**config.mk**
```make
export PLATFORM = sky130hd
export DESIGN_NAME = mem_responder_flat
export DESIGN_NICKNAME = d
export VERILOG_FILES = /design/src/rtl/mem_responder_if.sv /design/src/rtl/mem_responder.sv /design/src/flat_wrapper.sv
export SDC_FILE = /design/constraint.sdc
export NUM_CORES = 2
export LEC_CHECK = 0
export CAP_MARGIN = 5
export CORE_ASPECT_RATIO = 0.9
export CORE_MARGIN = 1
export CORE_UTILIZATION = 28
export DETAILED_ROUTE_END_ITERATION = 6
export PLACE_DENSITY = 0.44
export SLEW_MARGIN = 20
export SYNTH_ARGS = -nofsm -noshare
export SYNTH_HDL_FRONTEND = slang
export SYNTH_SLANG_ARGS = --single-unit
```
**constraint.sdc**
```tcl
create_clock -name clk -period 17.21 [get_ports clk]
set_input_delay 2.5815 -clock clk [delete_from_list [all_inputs] [get_ports clk]]
set_output_delay 2.5815 -clock clk [all_outputs]
set_load 0.02 [all_outputs]
```
**src/rtl/mem_responder_if.sv**
```systemverilog
// Request/response bundle between the CPU memory port (master) and the
// memory responder (slave).
interface mem_responder_if;
  logic        req_valid;
  logic        req_ready;
  logic        req_we;
  logic        req_size;
  logic [31:0] adr;
  logic [31:0] writedata;
  logic        resp_valid;
  logic [31:0] readdata;
  logic        err;

  modport master (
    output req_valid, req_we, req_size, adr, writedata,
    input  req_ready, resp_valid, readdata, err
  );

  modport slave (
    input  req_valid, req_we, req_size, adr, writedata,
    output req_ready, resp_valid, readdata, err
  );
endinterface

```
**src/rtl/mem_responder.sv**
```systemverilog
// Memory responder with programmable wait states: one request at a time,
// big-endian byte-lane writes, registered read word and one-cycle response strobe.
module mem_responder #(
  parameter int DEPTH_WORDS = 64,
  parameter int LATENCY     = 2
) (
  input  logic           clk,
  input  logic           reset,
  mem_responder_if.slave bus
);
  localparam int         AW  = $clog2(DEPTH_WORDS);
  localparam logic [3:0] LAT = 4'(LATENCY);

  typedef enum logic [1:0] {S_IDLE, S_WAIT, S_RESP} state_t;

  state_t        r_state;
  state_t        w_next;
  logic [3:0]    r_cnt;
  logic [AW+1:0] r_adr;
  logic [31:0]   r_wdata;
  logic          r_we;
  logic          r_size;
  logic [31:0]   r_rdata;
  logic          r_err;
  logic [31:0]   r_mem [DEPTH_WORDS];

  logic          w_accept;
  logic          w_commit;
  logic [AW+1:0] w_adr;
  logic [31:0]   w_wdata;
  logic          w_we;
  logic          w_size;
  logic [31:0]   w_old;
  logic [31:0]   w_merged;
  logic          w_misaligned;
  logic [4:0]    w_shift;
  logic          w_unused_adr;

  assign w_unused_adr = ^bus.adr[31:AW+2];

  // State register
  always_ff @(posedge clk or negedge reset) begin
    if (!reset) r_state <= S_IDLE;
    else        r_state <= w_next;
  end

  // Next-state logic
  always_comb begin
    w_next = r_state;
    case (r_state)
      S_IDLE:  if (bus.req_valid) w_next = (LAT == 4'd0) ? S_RESP : S_WAIT;
      S_WAIT:  if (r_cnt == 4'd1) w_next = S_RESP;
      S_RESP:  w_next = S_IDLE;
      default: w_next = S_IDLE;
    endcase
  end

  // Output logic
  always_comb begin
    bus.req_ready  = (r_state == S_IDLE);
    bus.resp_valid = (r_state == S_RESP);
  end

  assign bus.readdata = r_rdata;
  assign bus.err      = r_err;

  assign w_accept = (r_state == S_IDLE) && bus.req_valid;
  assign w_commit = (w_next == S_RESP) && (r_state != S_RESP);

  // With zero wait states the commit happens on the accept edge, so the live inputs are used.
  assign w_adr   = (r_state == S_IDLE) ? bus.adr[AW+1:0] : r_adr;
  assign w_wdata = (r_state == S_IDLE) ? bus.writedata   : r_wdata;
  assign w_we    = (r_state == S_IDLE) ? bus.req_we      : r_we;
  assign w_size  = (r_state == S_IDLE) ? bus.req_size    : r_size;

  assign w_old        = r_mem[w_adr[AW+1:2]];
  assign w_misaligned = !w_size && (w_adr[1:0] != 2'd0);
  assign w_shift      = {~w_adr[1:0], 3'b000};
  assign w_merged     = w_size ? ((w_old & ~(32'hFF << w_shift)) | ({24'd0, w_wdata[7:0]} << w_shift))
                               : w_wdata;

  always_ff @(posedge clk or negedge reset) begin
    if (!reset) begin
      r_cnt   <= '0;
      r_adr   <= '0;
      r_wdata <= '0;
      r_we    <= 1'b0;
      r_size  <= 1'b0;
      r_rdata <= '0;
      r_err   <= 1'b0;
    end else begin
      if (w_accept) begin
        r_cnt   <= LAT;
        r_adr   <= bus.adr[AW+1:0];
        r_wdata <= bus.writedata;
        r_we    <= bus.req_we;
        r_size  <= bus.req_size;
      end else if (r_state == S_WAIT) begin
        r_cnt <= r_cnt - 4'd1;
      end
      if (w_commit) begin
        r_err   <= w_misaligned;
        r_rdata <= w_misaligned ? 32'd0 : (w_we ? w_merged : w_old);
      end
    end
  end

  // NOTE: the array has no reset so it maps onto plain RAM; contents survive reset.
  always_ff @(posedge clk) begin
    if (reset && w_commit && w_we && !w_misaligned)
      r_mem[w_adr[AW+1:2]] <= w_merged;
  end
endmodule

```
**src/flat_wrapper.sv**
```systemverilog
// flat-port wrapper written by rule: the top's interface ports become plain ports
module mem_responder_flat 
#(
  parameter int DEPTH_WORDS = 64,
  parameter int LATENCY     = 2
)
  (clk, reset, bus_req_valid, bus_req_we, bus_req_size, bus_adr, bus_writedata, bus_req_ready, bus_resp_valid, bus_readdata, bus_err);
  mem_responder_if bus_i ();
  input  logic clk;
  input  logic reset;
  input wire logic [$bits(bus_i.req_valid)-1:0] bus_req_valid;
  input wire logic [$bits(bus_i.req_we)-1:0] bus_req_we;
  input wire logic [$bits(bus_i.req_size)-1:0] bus_req_size;
  input wire logic [$bits(bus_i.adr)-1:0] bus_adr;
  input wire logic [$bits(bus_i.writedata)-1:0] bus_writedata;
  output wire logic [$bits(bus_i.req_ready)-1:0] bus_req_ready;
  output wire logic [$bits(bus_i.resp_valid)-1:0] bus_resp_valid;
  output wire logic [$bits(bus_i.readdata)-1:0] bus_readdata;
  output wire logic [$bits(bus_i.err)-1:0] bus_err;
  assign bus_i.req_valid = bus_req_valid;
  assign bus_i.req_we = bus_req_we;
  assign bus_i.req_size = bus_req_size;
  assign bus_i.adr = bus_adr;
  assign bus_i.writedata = bus_writedata;
  assign bus_req_ready = bus_i.req_ready;
  assign bus_resp_valid = bus_i.resp_valid;
  assign bus_readdata = bus_i.readdata;
  assign bus_err = bus_i.err;
  mem_responder #(.DEPTH_WORDS(DEPTH_WORDS), .LATENCY(LATENCY)) u_core (.clk(clk), .reset(reset), .bus(bus_i));
endmodule
```
==> run summary <==
Grt met1 use: 28.1%
Synthesis-to-finish area growth: 17.4%
Crit Path Category: input pin to register
Buffers on Ports: 79
Post-layout net count: 5,288
Post-DP HPWL: 158,000 um
Routed WL: 286,000 um
CTS tree: done
Min-Delay Path Class: register to register
Crit-path max FO: 116
Residual DRC count: 0
Critical Path End Type: register
WL/cell: 31.3 um
EDFF count, synth: 2,048
Syn_nets: 5,103
Post-synthesis xor/xnor area fraction: 0.0110%
Synthesized area per cell: 15.8 um2
RD Place Congestion: 0.809
Antenna violations before repair: 30
Post-cts resize count: 0
Tcrit/Tclk final: 50.3%
Top Ports: 104
Met2 Usage GRT: 29.7%
TritonCTS buffer count: 216
GR peak layer: met2
Post-synth ARST share: 3.80%
Hold Fails Final Rpt: 0
Worst VDD drop: 0.000235 V
Max-slew violations: 0
Via density: 5.41
Row count: 185
Max Cap Violations: 0
Die width: 564 um
Yosys top cell area share: 77.2%
Final setup fails: 0
Total number of vias: 49,400
Synth Area in Simple Gates: 5.62%
RSZ-0062 raised after global routing: false
Actual slew at the worst max-slew pin: 1.26 ns
Tmin final: 8.66 ns
Grt total ovfl: 0
Top cells by area, synth: edfxtp_1, o22ai_1, dfrtp_1
Number of global-route vias before repair: 47,500
Worst path required time: 17.76 ns
Die area: 287,000 um2
Most used DFF post-synth: edfxtp_1
Initial Util: 28.2%
Commonest non-fill, non-tap cell in the layout: edfxtp_1
Crit start category: input pin
Crit path DAT: 9.21 ns
Adder-Cell Fraction of Synth Area: 0.0314%
Clk root buf: clkbuf_16
Largest net degree at the start of global routing: 129
Mux cell area share after synthesis: 0.425%
Vert. Die Dim: 508 um
Clk Latency, worst-skew pair: 0.87 ns
Cts hold-fix bufs: 0
Routed Antenna Nets: 0
Synth Area in Compound Gates: 12.3%
YS warnings: 0
Sequential area share after synthesis: 79.7%
First-pass GRT wire length: 391,000 um
Achievable frequency: 0.115 GHz
Post-synthesis cell area: 79,700 um2
Core area: 283,000 um2
Drt first pass iters: 6
Share of cells above drive strength 1: 12.7%
Clock tree sinks: 2,129
Outcome: finished clean
Post-synth cell types: 72
R2R Setup Slk: 9.46 ns
Reg clk slew, reported paths: 0.06 ns
Power per Cell Area: 221 nW/um2
CTS max path bufs: 3
Setup Fix Bufs, Post-CTS: 0
Mapped Cells: 5,032
Worst setup margin: 8.55 ns
FF+latch count, synth: 2,129
1st-iter DRT viols: 6,372
GR Util met3: 3.86%
GR Util All Layers: 19.5%
Pre-CTS setup slack: 7.68 ns
Pleak: 28.6 nW
Worst Skew: 0.0405 ns
Main combinational cell family by area after synthesis: compound AO/OA/AOI/OAI gates
Tightest slew margin relative to the limit: 15.4%
Cell accounting for the most synthesized area: edfxtp_1
Most frequent cells in the layout: edfxtp_1, o22ai_1, nand2_1
Post-Route Setup TNS: 0 ns
Htree depth: 4
==> logic make-up (layout without fill, tap and decap cells) <==
group	after synthesis	in the layout
flops	2129	2129
compound gates	1548	1548
mux	33	33
fa+ha+maj	2	2
other cells	0	8
xor+xnor	1	1
simple gates	965	965
buf+inv	354	710
==> registers in the layout, summed over array words and instances, names as in the netlist <==
| signal | flops |
|---|---|
| u_core.bus.err | 1 |
| u_core.r_size | 1 |
| u_core.r_wdata | 32 |
| u_core.r_state | 2 |
| u_core.r_mem | 2048 |
| u_core.r_adr | 8 |
| u_core.r_we | 1 |
| u_core.r_cnt | 4 |
| u_core.bus.readdata | 32 |
==> Yosys cell counts (8+ instances only) <==
| library cell | number |
|---|---|
| o41ai_1 | 8 |
| nor3_2 | 9 |
| a31oi_1 | 17 |
| a21oi_1 | 184 |
| mux2i_1 | 30 |
| nand3_1 | 17 |
| dfrtp_1 | 81 |
| clkbuf_1 | 186 |
| nor3_1 | 172 |
| edfxtp_1 | 2048 |
| o21ai_0 | 220 |
| o22ai_1 | 845 |
| o32ai_1 | 15 |
| nand4_1 | 36 |
| or4_1 | 18 |
| nand3b_1 | 10 |
| buf_1 | 61 |
| nand2_1 | 273 |
| a221oi_1 | 8 |
| nor2_1 | 305 |
| buf_2 | 86 |
| and3_1 | 19 |
| nor4_1 | 52 |
| a22oi_1 | 60 |
| o221ai_1 | 143 |
| a32oi_1 | 9 |
| inv_1 | 10 |
| or3_1 | 14 |
==> worst max-delay path, stage by stage <==
cell	delay [ns]
clkdlybuf4s50_1	0.77
a31oi_4	0.30
buf_4	0.61
buf_12	0.44
buf_4	0.73
o221ai_1	0.26
o21ai_0	0.14
a21oi_1	0.13
nor3_2	0.91
nand4_1	0.54
o21ai_4	0.68
buf_4	0.60
==> layout make-up <==
type	instances	area (um2)
Antenna cell	8	20.0
Clock buffer	279	5750
Clock inverter	110	1000
Fill cell	27200	189000
Inverter	11	41.3
Multi-Input combinational cell	2549	15900
Sequential cell	2129	63500
Tap cell	3740	4680
Timing Repair Buffer	310	2650
==> where the power goes <==
group          total, mW  switching [mW]  internal [mW]
clock               4.57            2.01           2.57
combinational       8.00            6.42           1.58
sequential          8.11          0.0971           8.01
==> per-layer routing <==
| metal | vias up | wire [um] |
|---|---|---|
| met2 | 1980 | 127000 |
| met1 | 26100 | 127000 |
| met4 | 4 | 7350 |
| met5 | - | 27 |
| met3 | 317 | 24000 |
| li1 | 21000 | - |
==> stage by stage <==
| step | total power, mW | hold slack, ns | area (um2) | util [%] | cells |
|---|---|---|---|---|---|
| floorplan | 11.9 | 0.445 | 79700 | - | 5032 |
| global placement | 15.9 | 0.467 | 86600 | 30.7 | 8735 |
| detailed placement | 16.1 | 0.464 | 86700 | 30.7 | 8738 |
| CTS | 20.7 | 0.480 | 93500 | 33.1 | 9127 |
| global route | 21.3 | 0.507 | 93500 | 33.1 | 9130 |
| finish | 20.7 | 0.482 | 93500 | 33.1 | 9136 |
==> worst paths after layout <==
path,startpoint,endpoint,depth (start not counted)
hold reg to reg,u_core.r_cnt[3]$_DFFE_PN0P_,u_core.r_cnt[3]$_DFFE_PN0P_,1
setup / recovery,bus_adr[3],u_core.r_mem[33][9]$_DFFE_PP_,12
max in group asynchronous,reset,u_core.r_size$_DFFE_PN0P_,2
setup reg to reg,u_core.r_state[1]$_DFF_PN0_,u_core.r_mem[33][9]$_DFFE_PP_,15
hold / removal,u_core.r_cnt[3]$_DFFE_PN0P_,u_core.r_cnt[3]$_DFFE_PN0P_,1
min in group asynchronous,reset,u_core.r_wdata[4]$_DFFE_PN0P_,1
Note: power is estimated with default switching activity, not from simulation.
